<file path="src/rtl/display_pacer.sv">
`default_nettype none
// ============================================================================
// Module   : display_pacer
// Purpose  : Queues CPU byte writes and shows each on DisplayValue for a fixed
//            hold interval, holding the last byte once the queue drains.
// Revision : 1.0 - initial release
// ============================================================================
module display_pacer #(
    parameter int DEPTH       = 4,
    parameter int HOLD_CYCLES = 50_000_000
) (
    input  logic                   Clock,
    input  logic                   Reset,
    input  logic                   WriteEnable,
    input  logic [7:0]             WriteData,
    input  logic                   Clear,
    output logic                   Ready,
    output logic [7:0]             DisplayValue,
    output logic                   Busy,
    output logic                   Overflow,
    output logic [$clog2(DEPTH):0] Count
);

    localparam int c_addr_w = $clog2(DEPTH);
    localparam int c_hold_w = $clog2(HOLD_CYCLES) + 1;
    localparam logic [c_hold_w-1:0] c_hold_load = c_hold_w'(HOLD_CYCLES - 1);
    localparam logic [c_addr_w:0]   c_full      = (c_addr_w + 1)'(DEPTH);

    localparam logic [0:0] c_st_idle = 1'b0;
    localparam logic [0:0] c_st_show = 1'b1;

    logic [7:0]          r_mem [DEPTH];
    logic [c_addr_w-1:0] r_wr_ptr;
    logic [c_addr_w-1:0] r_rd_ptr;
    logic [c_addr_w:0]   r_count;
    logic [c_hold_w-1:0] r_hold;
    logic [0:0]          r_state;
    logic [7:0]          r_display;
    logic                r_overflow;

    logic w_ready;
    logic w_wr_acc;
    logic w_pop;

    // Readiness comes only from the registered count, so a same-cycle pop
    // never frees a slot for the incoming write.
    assign w_ready  = (r_count != c_full);
    assign w_wr_acc = WriteEnable && w_ready && !Clear;
    assign w_pop    = (r_count != '0) &&
                      ((r_state == c_st_idle) || (r_hold == '0));

    always_ff @(posedge Clock) begin
        if (w_wr_acc) begin
            r_mem[r_wr_ptr] <= WriteData;
        end
    end

    always_ff @(posedge Clock or posedge Reset) begin
        if (Reset) begin
            r_wr_ptr   <= '0;
            r_rd_ptr   <= '0;
            r_count    <= '0;
            r_hold     <= '0;
            r_state    <= c_st_idle;
            r_display  <= 8'h00;
            r_overflow <= 1'b0;
        end else if (Clear) begin
            r_rd_ptr   <= r_wr_ptr;
            r_count    <= '0;
            r_hold     <= '0;
            r_state    <= c_st_idle;
            r_overflow <= 1'b0;
        end else begin
            if (WriteEnable && !w_ready) begin
                r_overflow <= 1'b1;
            end

            if (w_wr_acc) begin
                r_wr_ptr <= r_wr_ptr + c_addr_w'(1);
            end

            if (w_pop) begin
                r_rd_ptr  <= r_rd_ptr + c_addr_w'(1);
                r_display <= r_mem[r_rd_ptr];
                r_hold    <= c_hold_load;
                r_state   <= c_st_show;
            end else if (r_state == c_st_show) begin
                if (r_hold != '0) begin
                    r_hold <= r_hold - c_hold_w'(1);
                end else begin
                    r_state <= c_st_idle;
                end
            end

            case ({w_wr_acc, w_pop})
                2'b10:   r_count <= r_count + (c_addr_w + 1)'(1);
                2'b01:   r_count <= r_count - (c_addr_w + 1)'(1);
                default: r_count <= r_count;
            endcase
        end
    end

    assign Ready        = w_ready;
    assign DisplayValue = r_display;
    assign Busy         = (r_state == c_st_show);
    assign Overflow     = r_overflow;
    assign Count        = r_count;

endmodule
`default_nettype wire
</file>
<file path="config.mk">
export PLATFORM = sky130hd
export DESIGN_NAME = display_pacer
export DESIGN_NICKNAME = d
export VERILOG_FILES = /design/src/rtl/display_pacer.sv
export SDC_FILE = /design/constraint.sdc
export NUM_CORES = 1
export LEC_CHECK = 0
export ABC_CLOCK_PERIOD_IN_PS = 4520
export CAP_MARGIN = 20
export CORE_MARGIN = 2
export CORE_UTILIZATION = 31
export CTS_CLUSTER_SIZE = 16
export DETAILED_ROUTE_END_ITERATION = 10
export GPL_ROUTABILITY_DRIVEN = 0
export GPL_TIMING_DRIVEN = 0
export PLACE_DENSITY = 0.47
export SETUP_SLACK_MARGIN = 0.5
export SYNTH_ARGS = -nofsm -noshare
export SYNTH_HDL_FRONTEND = slang
export SYNTH_SLANG_ARGS = --single-unit
</file>
<file path="constraint.sdc">
create_clock -name Clock -period 4.52 [get_ports Clock]
set_input_delay 0.904 -clock Clock [delete_from_list [all_inputs] [get_ports Clock]]
set_output_delay 0.904 -clock Clock [all_outputs]
set_load 0.05 [all_outputs]
</file>
==> out/qor.yml <==
timing:
  skew_ns: 0.006469
  min_period_ns: 3.351
  worstMarginPinSlew_ns: 0.8261
  fmax_mhz: 298.4
  finalWorstSetupSlack_ns: 1.169
  setup_tns_ns: 0
  setup-violations-final: 0
  hold_viol: 0
  fin_crit_sh_pct: 74.13
  timing.slew.headroom_pct: 44.92
  rsz0062_at_grt: "no"
  slew_viol_final: 0
worst_setup_path:
  cp.required_ns: 4.75
  path_max_fanout: 8
  end_kind: "flip-flop"
  cp.arrival_ns: 3.58
  start_kind: "flip-flop"
  criticalPathCategory: "flip-flop to flip-flop"
global_routing:
  grt_pass1_vias: 2482
  grt_max_degree: 29
  track_usage_pct: 13.93
  grt_pass1_wl_um: 13410
  overflow: 0
  antenna_found_initial: 0
clock_tree:
  cts_resized: 0
  insertion_delay_ns: 0.34
  cts_tree: "built"
  cts_setup_buffers: 0
  cts.sinks: 76
  postCtsHoldBufs: 0
  clockBufferDepth: 2
  clkSlewWorstSetupHoldPaths_ns: 0.06
  cts_root_buf: "clkbuf_16"
  htreeDepth: 3
  cts_made_buffers: 9
logic_synthesis:
  synth-seq-area-share_pct: 57.44
  synth_cell_types: 52
  synth_edf_count: 32
  synth_ff_type: "dfrtp_1"
  yosysTopAreaCell: "dfrtp_1"
  ys_seq_elements: 76
  synth_nets: 304
  synth.top_cells.by_area: "dfrtp_1, edfxtp_1, mux4_2"
  yosys_warnings: 0
  synth_most_common_cell: "dfrtp_1"
  synthTopCellsByCount: "dfrtp_1, edfxtp_1, a21oi_1, nor2_1, nor3_1"
  syn_area_per_cell_um2: 12.55
  synth_top_cell_area_share_pct: 30.67
  synthCells: 286
  ys_async_sr_fraction_pct: 57.89
  syn-cell-area_um2: 3590
power:
  ir_drop_v: 0.0002843
  power.density_nw_per_um2: 694.1
  power_mw: 2.997
  p_leak_nw: 1.574
routing:
  viasPerCell: 5.168
  drc: 0
  totalWireLength_um: 8001
  drtAntennaViolNets: 0
  dr_wl_met2_um: 3930
  vias: 2434
  wl_met1_um: 3712
  first_iter_violations: 128
  avgRoutedWirePerCell_um: 16.99
  topRoutingLayerUsed: "met4"
  route.met3.wl_um: 240
  firstDrtPassIters: 4
min_path:
  holdCritPathClass: "flip-flop to flip-flop"
place:
  io_buffers: 25
  post-place-ws_ns: 1.173
  dp_hpwl_um: 5346
cells_and_area:
  final_util_pct: 37.98
  syn_to_final_growth_pct: 20.29
  drive_gt1_share_pct: 18.29
  nets: 341
  antenna_cells: 0
  fillers: 1112
run:
  cap_violations: 0
floorplanning:
  ios: 26
  die_y_um: 111.6
  start_util_pct: 31.57
  die_x_um: 111.6
  die-area_um2: 12460
  rows: 39
  fp.coreArea_um2: 11370
run_status:
  status: "complete, no violations"
## cell type report
type | instances | area, um2 | share of cell area [%]
Buffer | 13 | 92.59 | 2.144
Clock buffer | 10 | 229.0 | 5.303
Clock inverter | 6 | 50.05 | 1.159
Inverter | 9 | 33.78 | 0.7824
Multi-Input combinational cell | 188 | 1401 | 32.45
Sequential cell | 76 | 2062 | 47.75
Tap cell | 143 | 178.9 | 4.144
Timing Repair Buffer | 26 | 270.3 | 6.259
## layout by cell type (no fill, tap or decap), types with 4 or more instances in the layout
| cell type | instances |
|---|---|
| a211oi_1 | 5 |
| a21oi_1 | 23 |
| a311oi_1 | 9 |
| and2_1 | 6 |
| buf_6 | 4 |
| clkbuf_1 | 7 |
| clkbuf_16 | 9 |
| clkdlybuf4s50_1 | 25 |
| dfrtp_1 | 44 |
| edfxtp_1 | 32 |
| ha_1 | 5 |
| inv_1 | 8 |
| mux2_2 | 10 |
| mux4_2 | 8 |
| nand2_1 | 13 |
| nand2b_1 | 4 |
| nor2_1 | 21 |
| nor2b_1 | 4 |
| nor3_1 | 14 |
| nor4_1 | 5 |
| o21ai_0 | 13 |
| xnor2_1 | 5 |
## power breakdown
part	leakage, nW	internal [mW]	switching (mW)
registers	0.853	0.900	0.153
clock network	0.130	0.378	0.298
logic	0.591	0.518	0.751
total	1.57	1.79	1.20
## state kept, by name, indices dropped and copies added, names as in the netlist
register	cells
r_wr_ptr	2
Count	3
Busy	1
r_hold	27
r_rd_ptr	2
Overflow	1
DisplayValue	8
r_mem	32
## logic make-up (layout without fill, tap and decap cells)
family,Yosys count,count (layout),synth area share [%]
AOI/OAI and AO/OA,69,69,12.90
xor gates and xnor gates,6,6,1.464
buffers and inverters,22,64,3.520
adders and majority gates,6,6,2.300
DFF,76,76,57.44
muxes,19,19,8.435
and+or+nand+nor,88,88,13.94
## metal layers
| layer | vias to the layer above | track usage [%] |
|---|---|---|
| li1 | 1154 | - |
| met1 | 1234 | 18.78 |
| met2 | 36 | 22.03 |
| met3 | 10 | 3.484 |
| met4 | 0 | 4.856 |
| met5 | - | 0 |
## critical path: stages, from the launching register on
cell and delay [ns]:
dfrtp_1 0.37, inv_1 0.11, ha_1 0.21, nor3b_1 0.44, nand4_1 0.39, o21ai_2 0.52
nand2_1 0.22, nor2_1 0.18, fa_1 0.23, o211ai_2 0.09, o31ai_1 0.11, mux2_2 0.37
## metrics by stage
stage          instances  hold slack [ns]  instance area [um2]
6_report             471           0.5053                 4318
5_1_grt              471           0.5232                 4318
4_1_cts              471           0.5005                 4318
3_5_place_dp         455           0.4906                 4039
3_3_place_gp         454           0.4847                 4019
2_1_floorplan        286           0.4610                 3590
## final timing paths
path	startpoint	endpoint	slack [ns]	depth (start not counted)
setup / recovery	r_hold[0]	Count[2]	1.17	11
max in group asynchronous	Reset	DisplayValue[0]	3.11	3
setup reg to reg	r_hold[0]	Count[2]	1.17	11
min in group asynchronous	Reset	r_hold[4]	0.90	2
hold reg to reg	r_hold[5]	r_hold[5]	0.51	1
hold / removal	r_hold[5]	r_hold[5]	0.51	1
Power figures use the tool's default switching activity.
